### config.mk
export PLATFORM = sky130hd
export DESIGN_NAME = stack_cache_line_xfer_ctrl
export DESIGN_NICKNAME = d
export VERILOG_FILES = /design/src/rtl/stack_cache_pkg.sv /design/src/rtl/stack_cache_fill_tracker.sv /design/src/rtl/stack_cache_line_xfer_ctrl.sv
export SDC_FILE = /design/constraint.sdc
export NUM_CORES = 1
export LEC_CHECK = 0
export BUFFER_PORTS_ARGS = -buffer_cell sky130_fd_sc_hd__buf_2
export CELL_PAD_IN_SITES_DETAIL_PLACEMENT = 1
export CELL_PAD_IN_SITES_GLOBAL_PLACEMENT = 2
export CORE_MARGIN = 2
export CORE_UTILIZATION = 24
export CTS_BUF_LIST = sky130_fd_sc_hd__clkbuf_4 sky130_fd_sc_hd__clkbuf_8
export DETAILED_ROUTE_END_ITERATION = 7
export PLACE_DENSITY = 0.82
export SETUP_SLACK_MARGIN = 0.05
export SYNTH_ARGS = -nofsm -noshare
export SYNTH_HDL_FRONTEND = slang
export SYNTH_HIERARCHICAL = 1
export SYNTH_SLANG_ARGS = --single-unit
### constraint.sdc
create_clock -name clk -period 2.5 [get_ports clk]
set_input_delay 0.5 -clock clk [delete_from_list [all_inputs] [get_ports clk]]
set_output_delay 0.5 -clock clk [all_outputs]
set_load 0.05 [all_outputs]
### src/rtl/stack_cache_pkg.sv
// Shared types and helpers for the stack cache line transfer controller.
//   xfer_state_t  : controller state (IDLE, SPILL, FILL, DONE)
//   alignLineBase : clears the entry-offset bits of a line base address
package stack_cache_pkg;

    typedef enum logic [1:0] {
        IDLE  = 2'd0,
        SPILL = 2'd1,
        FILL  = 2'd2,
        DONE  = 2'd3
    } xfer_state_t;

    // offsetBits is log2(entries per line); a one-entry line has no offset bits.
    function automatic logic [63:0] alignLineBase(input logic [63:0] base, input int offsetBits);
        return base & ~((64'd1 << offsetBits) - 64'd1);
    endfunction

endpackage

### src/rtl/stack_cache_fill_tracker.sv
// Tracks read requests issued and responses returned during a line fill.
// Ports:
//   clk, async_rst, clk_en : clock, async active-high reset, update enable
//   active                 : controller is in FILL; counters clear otherwise
//   issueFire              : a read request handshake happens this cycle
//   respValid              : raw memory response valid
//   issueIdx / respIdx     : next entry index to request / to write back
//   issueDone              : all LINESIZE reads have been issued
//   allReturned            : all LINESIZE responses have been written
//   respFire               : a response is accepted this cycle
module stack_cache_fill_tracker #(
    parameter int LINESIZE         = 8,
    parameter int LINEADDRBITWIDTH = (LINESIZE == 1) ? 1 : $clog2(LINESIZE)
) (
    input  logic                        clk,
    input  logic                        async_rst,
    input  logic                        clk_en,
    input  logic                        active,
    input  logic                        issueFire,
    input  logic                        respValid,
    output logic [LINEADDRBITWIDTH-1:0] issueIdx,
    output logic [LINEADDRBITWIDTH-1:0] respIdx,
    output logic                        issueDone,
    output logic                        allReturned,
    output logic                        respFire
);

    localparam int CW = LINEADDRBITWIDTH + 1;

    logic [CW-1:0] issueCnt;
    logic [CW-1:0] respCnt;

    assign issueIdx    = issueCnt[LINEADDRBITWIDTH-1:0];
    assign respIdx     = respCnt[LINEADDRBITWIDTH-1:0];
    assign issueDone   = (issueCnt == CW'(LINESIZE));
    assign allReturned = (respCnt == CW'(LINESIZE));
    // A response with nothing outstanding cannot belong to this fill; drop it.
    assign respFire    = clk_en && active && respValid && (respCnt != issueCnt);

    always_ff @(posedge clk or posedge async_rst) begin
        if (async_rst) begin
            issueCnt <= '0;
            respCnt  <= '0;
        end else if (clk_en) begin
            if (!active) begin
                issueCnt <= '0;
                respCnt  <= '0;
            end else begin
                if (issueFire) issueCnt <= issueCnt + 1'b1;
                if (respFire)  respCnt  <= respCnt + 1'b1;
            end
        end
    end

    respWithoutRequest: assert property (@(posedge clk) disable iff (async_rst)
        (clk_en && active && respValid) |-> (respCnt != issueCnt));

endmodule

### src/rtl/stack_cache_line_xfer_ctrl.sv
// Spill/fill sequencer between one stack cache line and the memory port.
// Spill walks the line by index, writing entries out through the memory
// port; fill issues LINESIZE reads and writes the in-order responses back.
// Build option: STACK_CACHE_SPILL_SKIP_CLEAN_EN -- when defined, clean entries
// are skipped during spill; otherwise every entry is written (fixed latency).
// Ports:
//   clk, async_rst, clk_en          : clock, async active-high reset, enable
//   ReqReady/SpillReq/FillReq/LineBase : requester side
//   Busy, DonePulse                 : status
//   LineRead*/LineDataOut/LineIsDirty/LineCleanEn : line read/clean port
//   LineWrite*/LineDataIn           : line fill write port
//   MemReq*/MemResp*                : memory request/response port
module stack_cache_line_xfer_ctrl
    import stack_cache_pkg::*;
#(
    parameter int LINESIZE         = 8,
    parameter int DATABITWIDTH     = 16,
    parameter int ADDRBITWIDTH     = 16,
    parameter int LINEADDRBITWIDTH = (LINESIZE == 1) ? 1 : $clog2(LINESIZE)
) (
    input  logic                        clk,
    input  logic                        async_rst,
    input  logic                        clk_en,
    output logic                        ReqReady,
    input  logic                        SpillReq,
    input  logic                        FillReq,
    input  logic [ADDRBITWIDTH-1:0]     LineBase,
    output logic                        Busy,
    output logic                        DonePulse,
    output logic [LINEADDRBITWIDTH-1:0] LineReadAddr,
    output logic                        LineReadEn,
    input  logic [DATABITWIDTH-1:0]     LineDataOut,
    input  logic                        LineIsDirty,
    output logic                        LineCleanEn,
    output logic [LINEADDRBITWIDTH-1:0] LineWriteAddr,
    output logic                        LineWriteEn,
    output logic [DATABITWIDTH-1:0]     LineDataIn,
    output logic                        MemReqValid,
    input  logic                        MemReqReady,
    output logic                        MemReqWrite,
    output logic [ADDRBITWIDTH-1:0]     MemReqAddr,
    output logic [DATABITWIDTH-1:0]     MemReqData,
    input  logic                        MemRespValid,
    input  logic [DATABITWIDTH-1:0]     MemRespData
);

    xfer_state_t                 state;
    logic [LINEADDRBITWIDTH-1:0] spillIdx;
    logic                        fillPending;
    logic [ADDRBITWIDTH-1:0]     baseReg;
    logic [ADDRBITWIDTH-1:0]     alignedBase;

    logic inSpill, inFill, entryWrite, handshake, spillAdvance, issueFire;
    logic issueDone, allReturned, respFire;
    logic [LINEADDRBITWIDTH-1:0] issueIdx, respIdx;

`ifdef STACK_CACHE_SPILL_SKIP_CLEAN_EN
    assign entryWrite = LineIsDirty;
`else
    logic unusedDirty;
    assign unusedDirty = LineIsDirty;
    assign entryWrite  = 1'b1;
`endif

    assign alignedBase = ADDRBITWIDTH'(alignLineBase(64'(LineBase), $clog2(LINESIZE)));

    assign inSpill   = (state == SPILL);
    assign inFill    = (state == FILL);
    assign handshake = clk_en && MemReqValid && MemReqReady;
    assign issueFire = handshake && inFill;
    // A written entry waits for its handshake; a skipped one moves on at once.
    assign spillAdvance = clk_en && inSpill && (entryWrite ? MemReqReady : 1'b1);

    assign ReqReady  = (state == IDLE);
    assign Busy      = (state != IDLE);
    assign DonePulse = (state == DONE);

    assign LineReadEn   = inSpill;
    assign LineReadAddr = inSpill ? spillIdx : '0;
    assign LineCleanEn  = handshake && inSpill;

    assign LineWriteEn   = respFire;
    assign LineWriteAddr = respFire ? respIdx : '0;
    assign LineDataIn    = respFire ? MemRespData : '0;

    assign MemReqValid = (inSpill && entryWrite) || (inFill && !issueDone);
    assign MemReqWrite = inSpill && entryWrite;
    assign MemReqData  = inSpill ? LineDataOut : '0;
    assign MemReqAddr  = inSpill ? (baseReg | ADDRBITWIDTH'(spillIdx)) :
                         inFill  ? (baseReg | ADDRBITWIDTH'(issueIdx)) : '0;

    stack_cache_fill_tracker #(
        .LINESIZE         (LINESIZE),
        .LINEADDRBITWIDTH (LINEADDRBITWIDTH)
    ) fillTracker (
        .clk         (clk),
        .async_rst   (async_rst),
        .clk_en      (clk_en),
        .active      (inFill),
        .issueFire   (issueFire),
        .respValid   (MemRespValid),
        .issueIdx    (issueIdx),
        .respIdx     (respIdx),
        .issueDone   (issueDone),
        .allReturned (allReturned),
        .respFire    (respFire)
    );

    always_ff @(posedge clk or posedge async_rst) begin
        if (async_rst) begin
            state       <= IDLE;
            spillIdx    <= '0;
            fillPending <= 1'b0;
            baseReg     <= '0;
        end else if (clk_en) begin
            case (state)
                IDLE: begin
                    if (SpillReq) begin
                        baseReg     <= alignedBase;
                        fillPending <= FillReq;
                        spillIdx    <= '0;
                        state       <= SPILL;
                    end else if (FillReq) begin
                        baseReg     <= alignedBase;
                        fillPending <= 1'b0;
                        state       <= FILL;
                    end
                end
                SPILL: begin
                    if (spillAdvance) begin
                        if (spillIdx == LINEADDRBITWIDTH'(LINESIZE - 1)) begin
                            spillIdx    <= '0;
                            fillPending <= 1'b0;
                            state       <= fillPending ? FILL : DONE;
                        end else begin
                            spillIdx <= spillIdx + 1'b1;
                        end
                    end
                end
                FILL: begin
                    if (allReturned) state <= DONE;
                end
                default: state <= IDLE;
            endcase
        end
    end

endmodule

==> qor.tcl, run 1 <==
set qor(synth-async-reset-ratio) 1.00
set qor(number_of_cells_in_the_design_after_placement) 408
set qor(post-route-cell-area_um2) 2830
set qor(power_leakage_nw) 1.54
set qor(fp-row-count) 32
set qor(final_period_minus_worst_setup_slack_ps) 2380
set qor(clock_tree.htree_level_count) 1
set qor(hold_violations) 0
set qor(dieArea_um2) 8870
set qor(cts_tree) {built}
set qor(mappedNetlistArea_um2) 1950
set qor(grt_first_pass_wirelength_um) 8980
set qor(critical_path.startpoint_type) {flip-flop}
set qor(seq_area_frac_synth) 0.346
set qor(crit_end) {LineDataIn[7]}
set qor(regToRegEndpoint) {state[1]}
set qor(critical_path_arrival_ps) 1880
set qor(global_route.usage.total) 0.128
set qor(end_kind) {output port}
set qor(clk_pin_slew_ps) 100
set qor(layout-area-overhead-vs-synth_pct) 45.0
set qor(critPathMaxFanout) 6
set qor(ant_nets) 0
set qor(remaining_drc_errors) 0
set qor(antenna_cells_inserted) 0
set qor(max-cap-violations) 0
set qor(cts.root.buffer_cell) {sky130_fd_sc_hd__clkbuf_8}
set qor(drtPass1Iterations) 4
set qor(total_of_flip_flops_plus_latches_after_synthesis) 27
set qor(yosys.area_share.adder) 0.0641
set qor(route.detailed.vias_per_inst) 4.43
set qor(globalRoute.totalOverflow) 0
set qor(fmax_mhz) 420
set qor(nNetsFinal) 381
set qor(synth_edf_count) 0
set qor(die_width_um) 94.2
set qor(reg2regPathDepth) 5
set qor(worstHoldPathType) {in -> async}
set qor(post-route-period-util) 0.951
set qor(num_vias) 1842
set qor(chipHeight_um) 94.2
set qor(first_iter_violations) 60
set qor(synth.mux.area_fraction) 0.124
set qor(synth_simple_gate_area_share) 0.242
set qor(final_cells) 416
set qor(largest_family_of_logic_cells_by_synthesized_area) {simple AND/OR/NAND/NOR gates}
set qor(place_congestion) 0.717
set qor(clockBufferDepth) 2
set qor(postSynthCellCount) 200
set qor(synth.top_cells.by_area) {sky130_fd_sc_hd__dfrtp_1 35%, sky130_fd_sc_hd__and2_1 12%, sky130_fd_sc_hd__mux2_4 8.5%, sky130_fd_sc_hd__ha_1 6.4%, sky130_fd_sc_hd__nor2b_1 4.2%}
set qor(totalWireLength_um) 5840
set qor(critical_path_required_time_ps) 2000
set qor(unrepaired_setup_endpoints_after_global_routing) {false}
set qor(slew-limit-headroom) 0.513
set qor(avgSynthCellArea_um2) 9.75
set qor(utilization) 0.362
set qor(antenna_found_initial) 0
set qor(worst_pin_slew_ps) 730
set qor(timing.setup.tns_ps) 0
set qor(placed_cell_areas_um2) 2630
set qor(timing.clock.skew_ps) 2.87
set qor(clock_sink_count) 27
set qor(r2r-start) {state[0]}
set qor(power.ir.vdd_worst_v) 0.000382
set qor(setup_violations) 0
set qor(ys_warn_count) 6
set qor(first_global_vias) 1895
set qor(run_status) {complete, no violations}
set qor(post-synth-top-area-cell) {sky130_fd_sc_hd__dfrtp_1}
set qor(totalPowerFinal_mw) 3.13
set qor(synthXorXnorAreaFrac) 0.0180
set qor(worst_setup_path_startpoint) {fillTracker/issueCnt[2]}
set qor(post_drt_wl_per_cell_um) 14.0
set qor(clk-insertion-delay-late_ps) 270
set qor(fraction_of_layout_cells_with_a_size_suffix_above_1) 0.557
set qor(initial_utilization) 0.250
set qor(largest_net_degree_at_the_start_of_global_routing) 20
set qor(synth_fp_nets) 266
set qor(detailedPlacementHpwl_um) 4570
set qor(cts_hold_buf) 0
set qor(p_per_area_nw_per_um2) 1110
set qor(cts_inserted_buffers) 3
set qor(synth_cell_type_count) 40
set qor(reg2reg_slack_ps) 530
set qor(final_max_slew_viol_count) 0
set qor(synth.top_cell.area_share) 0.346
set qor(synth_compound_gate_area_share) 0.127
set qor(core_area_um2) 7810
set qor(number_of_top_level_pins) 118
set qor(setup_cp_type) {reg -> out}
set qor(ys.flop_type) {sky130_fd_sc_hd__dfrtp_1}
set qor(numPortBuffers) 113
==> stage by stage <==
| step | setup WS, ps | hold slack (ps) |
|---|---|---|
| finish | 121 | 185 |
| global route | 43.5 | 216 |
| CTS | 28.3 | 198 |
| detailed placement | 204 | 475 |
| global placement | 237 | 477 |
| floorplan | 2.25 | 316 |
==> layout make-up <==
cell class                 instances  area, um2
timing repair buffer             120        666
fill                             936       4980
multi-input combinational        143       1230
tap                              102        128
sequential                        27        681
clock inverter                     1       7.51
inverter                          20       75.1
clock buffer                       3       41.3
==> state kept, by name (all words and copies together), names as in the netlist <==
signal and count:
baseReg 13, spillIdx 3, fillPending 1, fillTracker/issueCnt 4, fillTracker/respCnt 4, state 2
==> worst min-delay path by stage <==
| stage | to | cells after the start | slack (ps) |
|---|---|---|---|
| detailed placement | fillPending | 1 | 480 |
| CTS | fillTracker/respCnt[1] | 2 | 200 |
| floorplan | fillTracker/issueCnt[0] | 1 | 320 |
| global placement | fillPending | 1 | 480 |
| global route | fillTracker/respCnt[1] | 2 | 220 |
| finish | fillTracker/respCnt[1] | 2 | 190 |
==> worst max-delay path, cell delays in order, from the launching register on <==
cell	delay (ps)
sky130_fd_sc_hd__dfrtp_2	460
sky130_fd_sc_hd__xor2_2	170
sky130_fd_sc_hd__o41ai_4	350
sky130_fd_sc_hd__buf_6	180
sky130_fd_sc_hd__nor2_4	50
sky130_fd_sc_hd__and2_2	170
sky130_fd_sc_hd__buf_2	200
==> per-layer routing <==
metal | up-vias | track usage | part of all wire
met1 | 874 | 0.152 | 0.41
met3 | 2 | 0.0209 | 0.073
met2 | 79 | 0.231 | 0.51
li1 | 887 | - | -
met4 | 0 | 0.0423 | 0.0087
met5 | - | 0 | 0
==> cells in the final DEF (no fill, tap or decap), types with 2 or more instances in the layout <==
master                        n
sky130_fd_sc_hd__nand2_1      7
sky130_fd_sc_hd__o21ai_0      7
sky130_fd_sc_hd__a21o_1       3
sky130_fd_sc_hd__dfrtp_2      4
sky130_fd_sc_hd__and2_2      10
sky130_fd_sc_hd__clkbuf_8     3
sky130_fd_sc_hd__nor2_4       3
sky130_fd_sc_hd__and2_1      26
sky130_fd_sc_hd__buf_2      103
sky130_fd_sc_hd__dfrtp_1     23
sky130_fd_sc_hd__inv_1       20
sky130_fd_sc_hd__nand2b_1     3
sky130_fd_sc_hd__clkbuf_4     4
sky130_fd_sc_hd__mux2_2       5
sky130_fd_sc_hd__nor2_2       4
sky130_fd_sc_hd__mux2i_1      2
sky130_fd_sc_hd__xor2_2       4
sky130_fd_sc_hd__o2bb2ai_1    2
sky130_fd_sc_hd__and3_1       2
sky130_fd_sc_hd__buf_4        7
sky130_fd_sc_hd__buf_6        6
sky130_fd_sc_hd__ha_4         2
sky130_fd_sc_hd__ha_1         8
sky130_fd_sc_hd__nor2b_1     13
sky130_fd_sc_hd__nand3_1      4
sky130_fd_sc_hd__nand4_1      2
sky130_fd_sc_hd__mux2_4      11
sky130_fd_sc_hd__a21oi_1      5
==> logic make-up after synthesis <==
| logic type | count (synthesis) |
|---|---|
| buffers and inverters | 32 |
| flip-flops | 27 |
| AO/OA/AOI/OAI | 28 |
| AND/OR/NAND/NOR | 81 |
| XOR/XNOR | 4 |
| multiplexers | 18 |
| adder cells (fa/ha/maj) | 10 |
==> timing repair <==
action / 4_1_cts / 5_1_grt
endpoints found under the setup margin: 32 / 36
cloned: 1 / 1
gates resized for setup: 5 / 33
pin swaps: 2 / 1
buffers inserted: 2 / 0
==> synthesized netlist by cell type (2+ instances only) <==
library cell and number:
sky130_fd_sc_hd__a21oi_1 5, sky130_fd_sc_hd__buf_4 7, sky130_fd_sc_hd__mux2i_1 2, sky130_fd_sc_hd__clkbuf_1 4, sky130_fd_sc_hd__dfrtp_1 27, sky130_fd_sc_hd__nor2_1 6, sky130_fd_sc_hd__nor2b_1 13, sky130_fd_sc_hd__mux2_4 11
sky130_fd_sc_hd__nand2_1 8, sky130_fd_sc_hd__inv_1 20, sky130_fd_sc_hd__mux2_2 5, sky130_fd_sc_hd__nand3_1 4, sky130_fd_sc_hd__xor2_1 4, sky130_fd_sc_hd__ha_1 10, sky130_fd_sc_hd__o21ai_0 7, sky130_fd_sc_hd__and3_1 2
sky130_fd_sc_hd__o2bb2ai_1 2, sky130_fd_sc_hd__a21o_1 3, sky130_fd_sc_hd__nand4_1 2, sky130_fd_sc_hd__and2_1 36, sky130_fd_sc_hd__nand2b_1 3
==> where the power goes <==
group,internal [mW],switching [mW]
Clock,0.113,0.142
Combinational,0.681,1.51
Sequential,0.583,0.0999
(Power assumes the default switching activity.)
==> inputs of run 2 (changes only) <==
CTS_BUF_LIST = sky130_fd_sc_hd__clkbuf_4   (was sky130_fd_sc_hd__clkbuf_4 sky130_fd_sc_hd__clkbuf_8)
==> run 2 against run 1 <==
  * Worst hold slack worse by 78 ps
  * Die area unchanged
  * Register-to-register slack better by 30 ps
  * Wire length did not move
  * Total power down 0.76%
  * Flip-flop and latch count is the same
==> qor.tcl, run 2 (same netlist as run 1, synthesis figures left out) <==
set qor(run_status) {complete, no violations}
set qor(core_area_um2) 7810
set qor(postLayoutSetupSlackWorst_ps) 81.4
set qor(route.detailed.vias_per_inst) 4.41
set qor(critical_path_arrival_ps) 1920
set qor(utilization) 0.384
set qor(end_kind) {output port}
set qor(top_flop_regs) {baseReg x13, fillTracker/issueCnt x4, fillTracker/respCnt x4}
set qor(slew-limit-headroom) 0.507
set qor(totalWireLength_um) 5840
set qor(grt_first_pass_wirelength_um) 9110
set qor(hold_violations) 0
set qor(unrepaired_setup_endpoints_after_global_routing) {true}
set qor(hold_worst_slack_ps) 107
set qor(num_vias) 1859
set qor(number_of_flip_flops_in_the_largest_register) 13
set qor(power_leakage_nw) 1.59
set qor(clock_sink_count) 27
set qor(setup_cp_type) {reg -> out}
set qor(die_width_um) 94.2
set qor(layout-area-overhead-vs-synth_pct) 53.6
set qor(dieArea_um2) 8870
set qor(fraction_of_layout_cells_with_a_size_suffix_above_1) 0.597
set qor(totalPowerFinal_mw) 3.11
set qor(clockBufferDepth) 2
set qor(numPortBuffers) 113
set qor(first_iter_violations) 34
set qor(cts_inserted_buffers) 3
set qor(initial_utilization) 0.250
set qor(cts_tree) {built}
set qor(cts.root.buffer_cell) {sky130_fd_sc_hd__clkbuf_4}
set qor(remaining_drc_errors) 0
set qor(post-route-period-util) 0.967
set qor(cts_hold_buf) 0
set qor(place_congestion) 0.717
set qor(fmax_mhz) 413
set qor(clk-insertion-delay-late_ps) 330
set qor(drtPass1Iterations) 4
set qor(p_per_area_nw_per_um2) 1040
set qor(place_ws_ps) 204
set qor(top_library_cells_by_usage_in_the_layout_fill_and_taps_aside) {91 x sky130_fd_sc_hd__buf_2, 20 x sky130_fd_sc_hd__inv_1, 20 x sky130_fd_sc_hd__dfrtp_1, 19 x sky130_fd_sc_hd__and2_1}
set qor(number_of_top_level_pins) 118
set qor(fp-row-count) 32
set qor(worstHoldPathType) {in -> async}
set qor(critPathMaxFanout) 5
set qor(antenna_cells_inserted) 0
set qor(clk_pin_slew_ps) 150
set qor(post_drt_wl_per_cell_um) 13.8
set qor(global_route.usage.total) 0.128
set qor(ant_nets) 0
set qor(final_max_slew_viol_count) 0
set qor(setup_violations) 0
set qor(first_global_vias) 1952
set qor(critical_path.startpoint_type) {flip-flop}
set qor(clock_tree.htree_level_count) 1
set qor(regMostFlops) {baseReg}
set qor(antenna_found_initial) 0
set qor(largest_net_degree_at_the_start_of_global_routing) 20
set qor(mostFrequentLayoutCell) {sky130_fd_sc_hd__buf_2}
set qor(timing.setup.tns_ps) 0
set qor(max-cap-violations) 0
set qor(final_period_minus_worst_setup_slack_ps) 2420
set qor(reg2reg_slack_ps) 560
set qor(chipHeight_um) 94.2
set qor(globalRoute.totalOverflow) 0
set qor(timing.clock.skew_ps) 5.49
set qor(nNetsFinal) 387
set qor(power.ir.vdd_worst_v) 0.000390
set qor(detailedPlacementHpwl_um) 4570
set qor(critical_path_required_time_ps) 2000
set qor(worst_pin_slew_ps) 738
[run 2: through the flow]
| step | std cells | cell area [um2] |
|---|---|---|
| after detailed placement | 408 | 2630 |
| after global placement | 408 | 2630 |
| after CTS | 416 | 2810 |
| after global routing | 422 | 3000 |
| final | 422 | 3000 |
| after floorplan | 200 | 1980 |
[run 2: path summary, 6_finish.rpt]
| check | startpoint | endpoint | cells after the start |
|---|---|---|---|
| worst max-delay path | fillTracker/issueCnt[1] | LineDataIn[14] | 6 |
| worst min-delay path | async_rst | fillTracker/respCnt[2] | 2 |
| worst max register to register | state[1] | state[1] | 5 |
| worst min register to register | baseReg[3] | baseReg[3] | 1 |
| max in group asynchronous | async_rst | state[0] | 2 |
| min in group clk | LineBase[14] | baseReg[14] | 2 |
[run 2: timing repair]
action | 4_1_cts | 5_1_grt
endpoints found under the setup margin | 36 | 36
pin swaps | 2 | 4
buffers inserted | 3 | 5
gates resized for setup | 37 | 52
gates cloned | 1 | 1
[run 2: layout make-up]
type                            count  area [um2]
Clock inverter                      1        7.51
Timing Repair Buffer              126         823
Clock buffer                        3        22.5
Inverter                           20        75.1
Tap cell                          102         128
Sequential cell                    27         684
Fill cell                         928        4810
Multi-Input combinational cell    143        1260
[run 2: worst max-delay path, cell delays in order, from the launching register on]
cell and delay (ps):
sky130_fd_sc_hd__dfrtp_2 480, sky130_fd_sc_hd__xor2_2 170, sky130_fd_sc_hd__o41ai_4 350, sky130_fd_sc_hd__buf_6 180
sky130_fd_sc_hd__nor2_2 60, sky130_fd_sc_hd__and2_2 180, sky130_fd_sc_hd__buf_6 150
[run 2: where the power goes]
part           switching, mW  total (mW)  internal, mW
clock                  0.137       0.199        0.0613
sequential            0.0919       0.675         0.583
combinational           1.53        2.24         0.710
total                   1.75        3.11          1.35
[run 2: per-layer routing]
| layer | GRT usage | part of all wire |
|---|---|---|
| met5 | 0 | 0 |
| met1 | 0.152 | 0.40 |
| met3 | 0.0201 | 0.077 |
| met4 | 0.0290 | 0.013 |
| met2 | 0.241 | 0.51 |
